==> config.mk <==
export PLATFORM = sky130hd
export DESIGN_NAME = mem_dcache_ctrl
export DESIGN_NICKNAME = d
export VERILOG_FILES = /design/src/rtl/mem_dcache_ctrl_pkg.sv /design/src/rtl/mem_dcache_ctrl_load_align.sv /design/src/rtl/mem_dcache_ctrl.sv
export SDC_FILE = /design/constraint.sdc
export NUM_CORES = 1
export LEC_CHECK = 0
export BUFFER_PORTS_ARGS = -buffer_cell sky130_fd_sc_hd__buf_4
export CORE_MARGIN = 2
export CORE_UTILIZATION = 49
export DETAILED_ROUTE_END_ITERATION = 16
export PLACE_DENSITY = 0.81
export SLEW_MARGIN = 15
export SYNTH_ARGS = -nofsm -noshare
export SYNTH_HDL_FRONTEND = slang
export SYNTH_SLANG_ARGS = --single-unit
==> constraint.sdc <==
create_clock -name clk -period 2.61 [get_ports clk]
set_input_delay 0.783 -clock clk [delete_from_list [all_inputs] [get_ports clk]]
set_output_delay 0.783 -clock clk [all_outputs]
set_load 0.01 [all_outputs]
==> src/rtl/mem_dcache_ctrl_pkg.sv <==
// rtl/mem_dcache_ctrl_pkg.sv - shared widths, access-size encodings and FSM states for the MEM-stage DCache sequencer
package mem_dcache_ctrl_pkg;

   // Default datapath width for the sequencer and its load formatter.
   localparam int DEF_WORD = 32;

   // mem_size encodings; 2'd3 is reserved and handled as a word access.
   localparam logic [1:0] MEM_B = 2'd0;
   localparam logic [1:0] MEM_H = 2'd1;
   localparam logic [1:0] MEM_W = 2'd2;

   typedef enum logic [2:0] {
      ST_IDLE   = 3'd0,
      ST_REQ    = 3'd1,
      ST_WAIT   = 3'd2,
      ST_DONE   = 3'd3,
      ST_CANCEL = 3'd4
   } state_t;

   // Byte enables for a store of the given size at byte offset a.
   function automatic logic [3:0] size_strb(input logic [1:0] size, input logic [1:0] a);
      logic [3:0] strb;
      case (size)
         MEM_B:   strb = 4'b0001 << a;
         MEM_H:   strb = 4'b0011 << {a[1], 1'b0};
         default: strb = 4'b1111;
      endcase
      return strb;
   endfunction

endpackage

==> src/rtl/mem_dcache_ctrl_load_align.sv <==
// rtl/mem_dcache_ctrl_load_align.sv - combinational lane select and sign/zero extension of DCache read data
module mem_dcache_ctrl_load_align #(
   parameter int WORD = 32
) (
   input  logic [WORD-1:0] rdata,
   input  logic [1:0]      a,
   input  logic [1:0]      size,
   input  logic            uns,
   output logic [WORD-1:0] data
);
   import mem_dcache_ctrl_pkg::*;

   logic [7:0]  lane_b;
   logic [15:0] lane_h;

   // Pick the addressed byte/half lane, then extend it to a full word.
   always_comb begin
      lane_b = rdata[{a, 3'b000} +: 8];
      lane_h = a[1] ? rdata[31:16] : rdata[15:0];
      case (size)
         MEM_B:   data = {{(WORD-8){~uns & lane_b[7]}}, lane_b};
         MEM_H:   data = {{(WORD-16){~uns & lane_h[15]}}, lane_h};
         default: data = rdata;
      endcase
   end

endmodule

==> src/rtl/mem_dcache_ctrl.sv <==
// rtl/mem_dcache_ctrl.sv - MEM-stage DCache request/response sequencer; optional MEM_MISALIGN_EXC_EN raises ale on misaligned half/word
module mem_dcache_ctrl #(
   parameter int WORD = 32
) (
   input  logic            clk,
   input  logic            rst,
   input  logic            mem_valid,
   input  logic            mem_we,
   input  logic [1:0]      mem_size,
   input  logic            mem_unsigned,
   input  logic [WORD-1:0] mem_addr,
   input  logic [WORD-1:0] mem_wdata,
   input  logic            flush,
   output logic            d_req,
   output logic            d_we,
   output logic [WORD-1:0] d_addr,
   output logic [3:0]      d_wstrb,
   output logic [WORD-1:0] d_wdata,
   input  logic            d_addr_ok,
   input  logic            d_data_ok,
   input  logic [WORD-1:0] d_rdata,
   output logic [WORD-1:0] load_data,
   output logic            done,
   output logic            stall,
   output logic            ale
);
   import mem_dcache_ctrl_pkg::*;

   state_t          state, state_nxt;
   logic [WORD-1:0] addr_q, wdata_q, load_q, fmt_data;
   logic [1:0]      size_q;
   logic            we_q, uns_q;
   logic            latch, load_en, misalign;

`ifdef MEM_MISALIGN_EXC_EN
   logic ale_q;
   assign misalign = ((mem_size == MEM_H) & mem_addr[0]) |
                     ((mem_size[1] == 1'b1) & (mem_addr[1:0] != 2'b00));
   assign ale      = ale_q;

   // The exception flag is decided when the op is accepted and held until the next one.
   always_ff @(posedge clk or negedge rst) begin
      if (!rst)       ale_q <= 1'b0;
      else if (latch) ale_q <= misalign;
   end
`else
   assign misalign = 1'b0;
   assign ale      = 1'b0;
`endif

   mem_dcache_ctrl_load_align #(.WORD(WORD)) u_load_align (
      .rdata (d_rdata),
      .a     (addr_q[1:0]),
      .size  (size_q),
      .uns   (uns_q),
      .data  (fmt_data)
   );

   // State register.
   always_ff @(posedge clk or negedge rst) begin
      if (!rst) state <= ST_IDLE;
      else      state <= state_nxt;
   end

   // Operation fields are captured once so the request stays stable until accepted.
   always_ff @(posedge clk or negedge rst) begin
      if (!rst) begin
         addr_q  <= '0;
         wdata_q <= '0;
         size_q  <= MEM_B;
         we_q    <= 1'b0;
         uns_q   <= 1'b0;
      end else if (latch) begin
         addr_q  <= mem_addr;
         wdata_q <= mem_wdata;
         size_q  <= mem_size;
         we_q    <= mem_we;
         uns_q   <= mem_unsigned;
      end
   end

   // Formatted load data is registered on the response so it is valid during DONE.
   always_ff @(posedge clk or negedge rst) begin
      if (!rst)         load_q <= '0;
      else if (load_en) load_q <= fmt_data;
   end

   // Next-state: flush wins in REQ; a flush after acceptance must still swallow the response.
   always_comb begin
      state_nxt = state;
      latch     = 1'b0;
      load_en   = 1'b0;
      case (state)
         ST_IDLE: begin
            if (mem_valid && !flush) begin
               latch     = 1'b1;
               state_nxt = misalign ? ST_DONE : ST_REQ;
            end
         end
         ST_REQ: begin
            if (flush) begin
               state_nxt = ST_IDLE;
            end else if (d_addr_ok && d_data_ok) begin
               load_en   = 1'b1;
               state_nxt = ST_DONE;
            end else if (d_addr_ok) begin
               state_nxt = ST_WAIT;
            end
         end
         ST_WAIT: begin
            if (d_data_ok) begin
               load_en   = 1'b1;
               state_nxt = ST_DONE;
            end else if (flush) begin
               state_nxt = ST_CANCEL;
            end
         end
         ST_CANCEL: begin
            if (d_data_ok) state_nxt = ST_IDLE;
         end
         ST_DONE:  state_nxt = ST_IDLE;
         default:  state_nxt = ST_IDLE;
      endcase
   end

   // Request fields; byte enables are only driven for a live store request.
   always_comb begin
      d_req   = (state == ST_REQ) && !flush;
      d_we    = we_q;
      d_addr  = {addr_q[WORD-1:2], 2'b00};
      d_wstrb = ((state == ST_REQ) && we_q) ? size_strb(size_q, addr_q[1:0]) : 4'b0000;
      case (size_q)
         MEM_B:   d_wdata = {4{wdata_q[7:0]}};
         MEM_H:   d_wdata = {2{wdata_q[15:0]}};
         default: d_wdata = wdata_q;
      endcase
   end

   assign load_data = load_q;
   assign done      = (state == ST_DONE);
   assign stall     = (mem_valid && (state != ST_DONE) && !flush) || (state == ST_CANCEL);

endmodule

==> impl_results.md <==
* Status: finished, final reports clean
* Die Area at 0.0116 mm2
* Mux cell area share after synthesis at 0.232
* Synth Cell Area at 0.00527 mm2
* Largest net degree at the start of global routing at 66
* Setup TNS at 0 ns
* Chip width at 108 um
* Cells on worst reg2reg path at 5
* Starting Density at 0.508
* Filler cell count at 835
* EDFF count, synth at 0
* Clock-pin slew on the worst setup and hold paths at 0.10 ns
* Die Y-Extent at 108 um
* Post-synthesis xor/xnor area fraction at 0
* Sequential power share at 0.360
* P_int at 5.25 mW
* Crit end category: output pin
* Worst-margin pin slew at 0.748 ns
* Synth Flop Type: dfrtp_1
* Final Net Count at 716
* Synthesis-stage register bit count at 103
* Layout Area Growth over Synthesis at 29.4%
* CTS tree: yes
* Combinational family with the most area after synthesis: multiplexers
* Most common cell in the netlist: dfrtp_1
* HPWL Detailed at 10.3 mm
* Final setup vio count at 0
* Count of input and output buffers at 207
* CTS root buf: clkbuf_8
* Clk buf depth at 2
* Layout cells sized above 1 at 0.555
* PwrDens at 1240 mW/mm2
* Relative slew margins at 0.497
* Worst hold slack at 0.432 ns
* Synth Warn # at 0
* Switching part of the total at 0.379
* Via count at 4127
* CP max FO at 17
* Max Cap Viol at 0
* Min Tclk post-route at 2.53 ns
* Final period utilization at 0.970
* Max Fclk at 395 MHz
* Cts hold-fix bufs at 0
* Global-route wire length before repair at 21.1 mm
* RR Startpoint: size_q[1]
* Critical path class: reg -> out
* Post-synthesis cell type count at 38
* Worst-Skew Late Latency at 0.36 ns
* Post-synth top cells: dfrtp_1 (103), mux2_2 (85), nand2_1 (61), buf_4 (41), o21ai_0 (20)
* WL met2 at 6.69 mm
* Avg Vias per Cell at 5.50
* Max rail drop VDD at 0.756 mV
* Drt wl/cell at 18.1 um
* Setup Skew at 0.0137 ns
* Synth async-reset ratio at 1.00
* Yosys top cell area share at 0.489
* Drt first pass iters at 4
* Number of placement rows at 37
* Total track usage at 0.235
* GP Congestion at 0.885
* Uppermost layer routed: met4
* IO Count at 211
* Register area at 0.00258 mm2
* Hold Path Class: in -> async
* Required @ worst endpoint at 1.83 ns
* Post-route ant nets at 0
* H-tree depth at 3
* Vias in the first global route at 4198
* ANT cells at 0
* CP Data Arrival Time at 1.75 ns
* Post-Synth Adder-Cell Area at 0
* Simple-Gate Fraction of Synth Area at 0.0812
* # DRC at 0
* DR iter-0 viols at 211
* Final number of max-transition violations at 0
* Net Switching at 3.21 mW
* Syn Area/Cell at 11.6 um2
* Compound-Gate Fraction of Synth Area at 0.103
* Final WL at 13.6 mm
* Final Hold Viols at 0
* Core box area at 0.0104 mm2
* Clock share of power at 0.116
* Worst Setup SP: size_q[1]
* CP Launch Type: flop
* CTS sink count at 103
* Initial antenna violation count at 0
* Sequential share of the synthesized area at 0.489
* Top cells by area, synth: dfrtp_1 (49%), mux2_2 (18%), buf_4 (5.8%)
* Footprint of the multi-input gates at 0.00222 mm2
* Mapped Cells at 453
* P_leak at 3.27 nW
* Power share of the combinational group at 0.524
* Wire length on met3 at 1.52 mm
* Wire length on met1 at 5.04 mm
* Num CTS Buffers at 9
* Area leader, netlist: dfrtp_1
* GRT overflow at 0
## routing by layer
metal	GRT usage	vias to the layer above
li1	-	1881
met1	0.281	2001
met2	0.395	215
met3	0.0793	30
met4	0.0842	0
met5	0	-
## kinds of logic (layout without fill, tap and decap cells)
group / count (synthesis) / count (layout)
compound gates: 76 / 76
buf+inv: 78 / 237
flops: 103 / 103
mux: 101 / 101
other cells: 1 / 3
simple gates: 94 / 94
## area by class of cell
cell class / count / area share
sequential: 103 / 0.379
tap: 136 / 0.0250
clock buffer: 10 / 0.0187
clock inverter: 5 / 0.00862
timing repair buffer: 217 / 0.241
multi-input combinational: 274 / 0.326
inverter: 5 / 0.00275
## cells in the final DEF (no fill, tap or decap), types with 2 or more instances in the layout
cell type   instances
clkbuf_8            9
clkinvlp_4          2
mux2_2             85
a221oi_1            7
nor2_1              7
buf_4             216
conb_1              3
o31ai_1             8
dfrtp_2             3
o22ai_1            10
inv_1               5
mux2i_1             8
nand2b_1            2
o21ai_0            20
nor2b_1             4
a21oi_1             9
o211ai_1            6
o211ai_2           10
nand2_1            60
dfrtp_1           100
nor3_1             12
mux4_2              6
## critical path, stage by stage, from the launching register on
cell and delay, ns:
dfrtp_2 0.63, buf_4 0.27, mux2_2 0.36, buf_4 0.14
## final timing paths
kind                       slack (ns)            end
min                              0.43     addr_q[14]
max reg2reg                      0.58  load_data[20]
min reg2reg                      0.49   load_data[2]
min in group clk                 0.49   load_data[2]
max                              0.08    d_wdata[19]
max in group asynchronous        1.50       state[2]
## through the flow
stage	instances	util	cell area [um2]	setup WS (ns)	power, mW
floorplan	455	-	5280	0.452	5.87
finish	750	0.658	6820	0.0782	8.45
global placement	735	0.639	6630	0.375	7.36
global route	750	0.658	6820	-0.00517	9.03
CTS	750	0.657	6820	0.0163	8.52
detailed placement	735	0.639	6630	0.326	7.53
## sequential cells by signal, summed over array words and instances (netlist names)
register and cells:
addr_q 32, state 3, uns_q 1, load_data 32
size_q 2, wdata_q 32, d_we 1
## power groups by stage
stage	clock network (mW)	logic, mW	registers, mW
3_5_place_dp	0	4.45	3.08
3_3_place_gp	0	4.34	3.03
5_1_grt	1.07	4.79	3.16
6_report	0.985	4.43	3.04
2_1_floorplan	0	3.00	2.87
4_1_cts	1.01	4.46	3.05
## what timing repair did
action,CTS,global route
gates resized for setup,0,2
setup endpoints to repair,0,3
setup buffers,0,0
Power figures use the tool's default switching activity.
